$ cat src/rtl/mcm_rx_frame_pkg.sv
// ---------------------------------------------------------------------------
// mcm_rx_frame_pkg: shared state encoding, default sizes and the timer width helper. Rev 1.0
// ---------------------------------------------------------------------------
`default_nettype none

package mcm_rx_frame_pkg;

  typedef enum logic [1:0] {
    ST_IDLE = 2'd0,
    ST_WAIT = 2'd1,
    ST_RECV = 2'd2,
    ST_DONE = 2'd3
  } state_e;

  localparam int MCM_RX_BYTES_DEF = 16;
  localparam int MCM_TIMEOUT_DEF  = 800;

  // A counter that must hold TIMEOUT-1 needs clog2(TIMEOUT) bits, never fewer than one.
  function automatic int timer_width(input int timeout);
    return (timeout > 1) ? $clog2(timeout) : 1;
  endfunction

endpackage

`default_nettype wire

$ cat src/rtl/mcm_rx_bank.sv
// ---------------------------------------------------------------------------
// mcm_rx_bank: two-bank byte store with one write port and a registered read port. Rev 1.0
// ---------------------------------------------------------------------------
`default_nettype none

module mcm_rx_bank
  import mcm_rx_frame_pkg::*;
#(
  parameter int ADDR_W = 8
) (
  input  logic              clk,
  input  logic              reset,
  input  logic              wr_bank_i,
  input  logic [ADDR_W-1:0] wr_addr_i,
  input  logic [7:0]        wr_data_i,
  input  logic              we_i,
  input  logic              rd_bank_i,
  input  logic [ADDR_W-1:0] rd_addr_i,
  input  logic              re_i,
  output logic [7:0]        rd_data_o
);

  localparam int c_depth = 2 << ADDR_W;

  logic [7:0] mem_q [c_depth];
  logic [7:0] rd_data_q;

  // Storage carries no reset so it can map onto RAM.
  always_ff @(posedge clk) begin
    if (we_i) mem_q[{wr_bank_i, wr_addr_i}] <= wr_data_i;
  end

  always_ff @(posedge clk or negedge reset) begin
    if (!reset)    rd_data_q <= '0;
    else if (re_i) rd_data_q <= mem_q[{rd_bank_i, rd_addr_i}];
  end

  assign rd_data_o = rd_data_q;

endmodule

`default_nettype wire

$ cat src/rtl/mcm_rx_frame.sv
// ---------------------------------------------------------------------------
// mcm_rx_frame: captures MCM UART replies into a ping-pong buffer read by the packer. Rev 1.0
// ---------------------------------------------------------------------------
`default_nettype none

module mcm_rx_frame
  import mcm_rx_frame_pkg::*;
#(
  parameter int RX_BYTES = MCM_RX_BYTES_DEF,
  parameter int TIMEOUT  = MCM_TIMEOUT_DEF,
  parameter int ADDR_W   = 8
) (
  input  logic              clk,
  input  logic              reset,
  input  logic              iRQ,
  input  logic              iVal,
  input  logic [7:0]        iData,
  input  logic [ADDR_W-1:0] iRdAddr,
  input  logic              iRdEn,
  output logic [7:0]        oRdData,
  output logic [ADDR_W-1:0] oWrAddr,
  output logic              oDone,
  output logic              oTimeout,
  output logic [ADDR_W-1:0] oCount,
  output logic              oBank,
  output logic              oBusy
);

  localparam int                c_tw    = timer_width(TIMEOUT);
  localparam logic [c_tw-1:0]   c_tmax  = c_tw'(TIMEOUT - 1);
  localparam logic [ADDR_W-1:0] c_last  = ADDR_W'(RX_BYTES - 1);
  localparam logic [ADDR_W-1:0] c_count = ADDR_W'(RX_BYTES);
  localparam logic [ADDR_W:0]   c_limit = (ADDR_W + 1)'(RX_BYTES);

  state_e            state_q, state_d;
  logic [ADDR_W-1:0] idx_q, idx_d;
  logic [c_tw-1:0]   timer_q, timer_d;
  logic [ADDR_W-1:0] count_q, count_d;
  logic              rd_bank_q, rd_bank_d;
  logic              done_q, done_d;
  logic              tmo_q, tmo_d;
  logic              rq_meta_q, rq_sync_q, rq_prev_q, rq_pulse_q;
  logic              oor_q;
  logic              wr_en;
  logic              timer_exp;
  logic [7:0]        bank_rdata;

  always_ff @(posedge clk or negedge reset) begin
    if (!reset) begin
      rq_meta_q  <= 1'b0;
      rq_sync_q  <= 1'b0;
      rq_prev_q  <= 1'b0;
      rq_pulse_q <= 1'b0;
    end else begin
      rq_meta_q  <= iRQ;
      rq_sync_q  <= rq_meta_q;
      rq_prev_q  <= rq_sync_q;
      rq_pulse_q <= rq_sync_q & ~rq_prev_q;
    end
  end

  always_ff @(posedge clk or negedge reset) begin
    if (!reset) begin
      state_q   <= ST_IDLE;
      idx_q     <= '0;
      timer_q   <= '0;
      count_q   <= '0;
      rd_bank_q <= 1'b1;
      done_q    <= 1'b0;
      tmo_q     <= 1'b0;
      oor_q     <= 1'b0;
    end else begin
      state_q   <= state_d;
      idx_q     <= idx_d;
      timer_q   <= timer_d;
      count_q   <= count_d;
      rd_bank_q <= rd_bank_d;
      done_q    <= done_d;
      tmo_q     <= tmo_d;
      if (iRdEn) oor_q <= ({1'b0, iRdAddr} >= c_limit);
    end
  end

  assign timer_exp = (timer_q == c_tmax);

  always_comb begin
    state_d   = state_q;
    idx_d     = idx_q;
    timer_d   = timer_q;
    count_d   = count_q;
    rd_bank_d = rd_bank_q;
    done_d    = 1'b0;
    tmo_d     = 1'b0;
    wr_en     = 1'b0;
    unique case (state_q)
      ST_IDLE: begin
        if (rq_pulse_q) begin
          state_d = ST_WAIT;
          idx_d   = '0;
          timer_d = '0;
        end
      end
      ST_WAIT, ST_RECV: begin
        // A fresh request outranks a byte, which outranks the timer.
        if (rq_pulse_q) begin
          state_d = ST_WAIT;
          idx_d   = '0;
          timer_d = '0;
        end else if (iVal) begin
          wr_en   = 1'b1;
          idx_d   = idx_q + 1'b1;
          timer_d = '0;
          if (idx_q == c_last) begin
            state_d   = ST_DONE;
            done_d    = 1'b1;
            rd_bank_d = ~rd_bank_q;
            count_d   = c_count;
          end else begin
            state_d = ST_RECV;
          end
        end else if (timer_exp) begin
          state_d = ST_IDLE;
          tmo_d   = 1'b1;
          idx_d   = '0;
          timer_d = '0;
        end else begin
          timer_d = timer_q + 1'b1;
        end
      end
      ST_DONE: begin
        state_d = rq_pulse_q ? ST_WAIT : ST_IDLE;
        idx_d   = '0;
        timer_d = '0;
      end
    endcase
  end

  mcm_rx_bank #(
    .ADDR_W(ADDR_W)
  ) u_bank (
    .clk       (clk),
    .reset     (reset),
    .wr_bank_i (~rd_bank_q),
    .wr_addr_i (idx_q),
    .wr_data_i (iData),
    .we_i      (wr_en),
    .rd_bank_i (rd_bank_q),
    .rd_addr_i (iRdAddr),
    .re_i      (iRdEn),
    .rd_data_o (bank_rdata)
  );

  assign oRdData  = oor_q ? 8'h00 : bank_rdata;
  assign oWrAddr  = idx_q;
  assign oDone    = done_q;
  assign oTimeout = tmo_q;
  assign oCount   = count_q;
  assign oBank    = rd_bank_q;
  assign oBusy    = (state_q != ST_IDLE);

endmodule

`default_nettype wire
$ cat config.mk
export PLATFORM = sky130hd
export DESIGN_NAME = mcm_rx_frame
export DESIGN_NICKNAME = d
export VERILOG_FILES = /design/src/rtl/mcm_rx_frame_pkg.sv /design/src/rtl/mcm_rx_bank.sv /design/src/rtl/mcm_rx_frame.sv
export SDC_FILE = /design/constraint.sdc
export NUM_CORES = 2
export LEC_CHECK = 0
export ABC_AREA = 0
export CORE_ASPECT_RATIO = 0.6
export CORE_MARGIN = 3
export CORE_UTILIZATION = 32
export CTS_CLUSTER_DIAMETER = 120
export DETAILED_ROUTE_END_ITERATION = 8
export PLACE_DENSITY = 0.49
export REMOVE_ABC_BUFFERS = 1
export SETUP_SLACK_MARGIN = 0.1
export SYNTH_ARGS = -nofsm -noshare
export SYNTH_HDL_FRONTEND = slang
export SYNTH_SLANG_ARGS = --single-unit
$ cat constraint.sdc
create_clock -name clk -period 2.8 [get_ports clk]
set_input_delay 0.28 -clock clk [delete_from_list [all_inputs] [get_ports clk]]
set_output_delay 0.28 -clock clk [all_outputs]
set_load 0.005 [all_outputs]
==> impl_metrics.ini <==
[status]
status = finished with violations
violations = negative setup slack

[logic_synthesis]
yosys_warnings = 0
synth_area_leaders = edfxtp_1, mux4_2, mux2i_1
syn-cell-area_sq_um = 161000
synth.distinct_cells = 78
synth.most_common_cell = edfxtp_1
synthMuxAreaShare_pct = 16.3
synthFlopType = edfxtp_1
ys_seq_area_share_pct = 77.0
synth_area_leader_cell = edfxtp_1
synthAdderAreaFrac_pct = 0.0622
synth_cells = 7494
ys_seq_elements = 4133
synthArstFlopShare_pct = 0.895
synth_xor_area_share_pct = 0.0272
synth_simple_gate_area_share_pct = 2.58
syn_avg_cell_area_sq_um = 21.5
synth_compound_area_share_pct = 2.37
synth_top_family_by_area = multiplexers
synth_edf_count = 4096
ys_top_cells_by_count = edfxtp_1, mux4_2, nor2_1
yosysTopAreaCellShare_pct = 76.4

[worst_setup_path]
reg2reg_to = u_bank.rd_data_o[3]
r2r-start = u_bank.mem_q[495][3]
r2r_setup_slack_ns = -0.24
worst_ep_required_time_ns = 3.58
crit_path_end_kind = register
path_max_fanout = 1
r2r_cells = 6
cp_data_arrival_time_ns = 3.82
start_kind = register
worstSetupPathType = reg2reg

[die]
ioPinCount = 49
die_h_microns = 555
core_sq_um = 500000
die_area_sq_um = 512000
start_util_pct = 32.2
row_count = 201
die_w_microns = 922

[drt]
avgViaCountPerCell = 5.39
drcViolationCount = 0
wl_per_cell_microns = 32.9
vias = 87376
dr.pass1.iters = 6
drtIter0Drc = 12752
ant_nets = 0
drt-total-wl_mm = 533

[grt]
grt_max_degree = 138
antenna_found_initial = 59
grt_pass1_vias = 85909
gr-total-overflow = 0
grt_pass1_wl_mm = 727
grt_usage_pct = 20.3

[layout]
post-route-cell-area_sq_um = 197000
drive_gt1_share_pct = 36.4
stdcell_count = 16208
fillers = 44715
fin_nets = 9213
seq_area_sq_um = 124000
final_util_pct = 39.3
area_growth_pct = 22.1
multi_input_area_sq_um = 35200

[min_path]
hold-path-cell-count = 5
hold_start = iVal
hold_path_class = in2reg
hold_end = oWrAddr[1]

[sta]
worst_pin_slew_ns = 1.10
finalWorstSetupSlack_ns = -0.243
fin_crit_ns = 3.04
rsz0062_at_grt = true
slew_viol_final = 0
setup_violations = 3
finClkSkew_ns = 0.0447
finalHoldViolCount = 0
slew_headroom_pct = 26.5
period_share_pct = 109
fmax_ghz = 0.329

[cts]
clock_latency_ns = 0.97
h-tree-depth = 5
cts_root_buf = clkbuf_16
cts.clk_slew.worst_paths_ns = 0.06
cts_buffers = 381
cts.path.max_buffers = 4
cts_tree = built
clock_sinks = 4133

[place]
post-place-cells = 15478
gp_congestion = 0.862
hpwl_mm = 362
portBuffers = 41
dpl_cell_area_sq_um = 183000

[pwr]
leakage_nw = 64.2
powerDensity_nw_per_um2 = 659
ir_drop_mv = 0.556

[flow_run]
max-cap-violations = 0
sequential cells by signal (all words and copies together), names as in the netlist:
| register | count |
|---|---|
| u_bank.mem_q | 4096 |
| timer_q | 10 |
| oWrAddr | 8 |
| u_bank.rd_data_o | 8 |
| state_q | 2 |
| oBank | 1 |
| oCount | 1 |
| oDone | 1 |
| oTimeout | 1 |
| oor_q | 1 |
| rq_meta_q | 1 |
| rq_prev_q | 1 |
| rq_pulse_q | 1 |
| rq_sync_q | 1 |
per-stage QoR:
stage          power, mW  worst slack (ns)  hold WS, ns  setup TNS [ns]
5_1_grt              134            -0.196        0.151          -0.432
3_3_place_gp        78.2             -2.31        0.338          -15.63
6_report             130            -0.243        0.147          -0.396
2_1_floorplan       72.2             -5.45      -0.0156         -431.56
4_1_cts              131            -0.183       0.0547          -0.393
3_5_place_dp        78.3             -1.25        0.336          -19.91
power by group:
part	internal [mW]	leakage, nW	switching [mW]
Combinational	3.41	21.0	5.61
Clock	28.9	5.91	23.6
Sequential	68.0	37.3	0.0731
Total	100	64.2	29.2
cell type report:
type	instances	area share, %
sequential	4133	63.0
multi-input combinational	2888	17.9
timing repair buffer	1767	8.58
clock buffer	464	5.07
tap	6699	4.26
clock inverter	221	1.11
inverter	13	0.0312
antenna	23	0.0293
layer usage:
layer / global-route usage [%] / up-vias / part of all wire, %
met5: 0 / - / 0.016
met4: 3.63 / 12 / 1.9
met3: 6.43 / 532 / 12
met2: 27.3 / 4689 / 40
met1: 32.1 / 47343 / 46
li1: - / 34800 / -
critical path: stages (launching register included):
cell and delay (ns):
edfxtp_1 0.38, mux4_2 0.51, mux4_2 0.55, a22oi_2 0.35
nor2_1 0.09, o211ai_1 0.83, a221oi_1 0.17
worst max-delay path by stage:
stage,to,slack (ns),startpoint
final,u_bank.rd_data_o[3],-0.24,u_bank.mem_q[495][3]
after global routing,u_bank.rd_data_o[3],-0.20,u_bank.mem_q[439][3]
after CTS,u_bank.rd_data_o[3],-0.18,u_bank.mem_q[439][3]
after detailed placement,u_bank.rd_data_o[3],-1.25,iRdAddr[0]
after global placement,u_bank.rd_data_o[7],-2.31,iRdAddr[0]
after floorplan,u_bank.rd_data_o[6],-5.45,iRdAddr[3]
layout by cell type, fill, tap and decap left out, types with 18 or more instances in the layout:
master,n
a21oi_1,69
a221o_1,30
a221oi_1,83
a22oi_1,49
a31oi_1,21
buf_12,248
buf_4,1420
buf_6,36
bufinv_16,38
clkbuf_1,77
clkbuf_16,391
clkdlybuf4s50_1,18
clkinv_1,73
clkinv_2,70
clkinvlp_4,19
dfrtp_1,34
diode_2,23
edfxtp_1,4096
mux2_2,30
mux2i_1,315
mux4_2,1005
nand2_1,178
nand2b_1,18
nand3_1,41
nor2_1,532
nor2_2,31
nor3_1,41
o21ai_0,88
o22ai_1,31
cells by family after synthesis:
family | Yosys count
xor gates and xnor gates | 5
buffers and inverters | 479
and+or+nand+nor | 986
muxes | 1356
adders and majority gates | 8
AOI/OAI and AO/OA | 526
DFF | 4133
other | 1
timing repair:
item,4_1_cts,5_1_grt
hold endpoints to repair,610,0
gates resized for setup,69,126
gates cloned,0,5
hold buffers,12,0
setup buffers,3,3
endpoints found under the setup margin,164,1142
pin swaps,20,12
(Power assumes the default switching activity.)
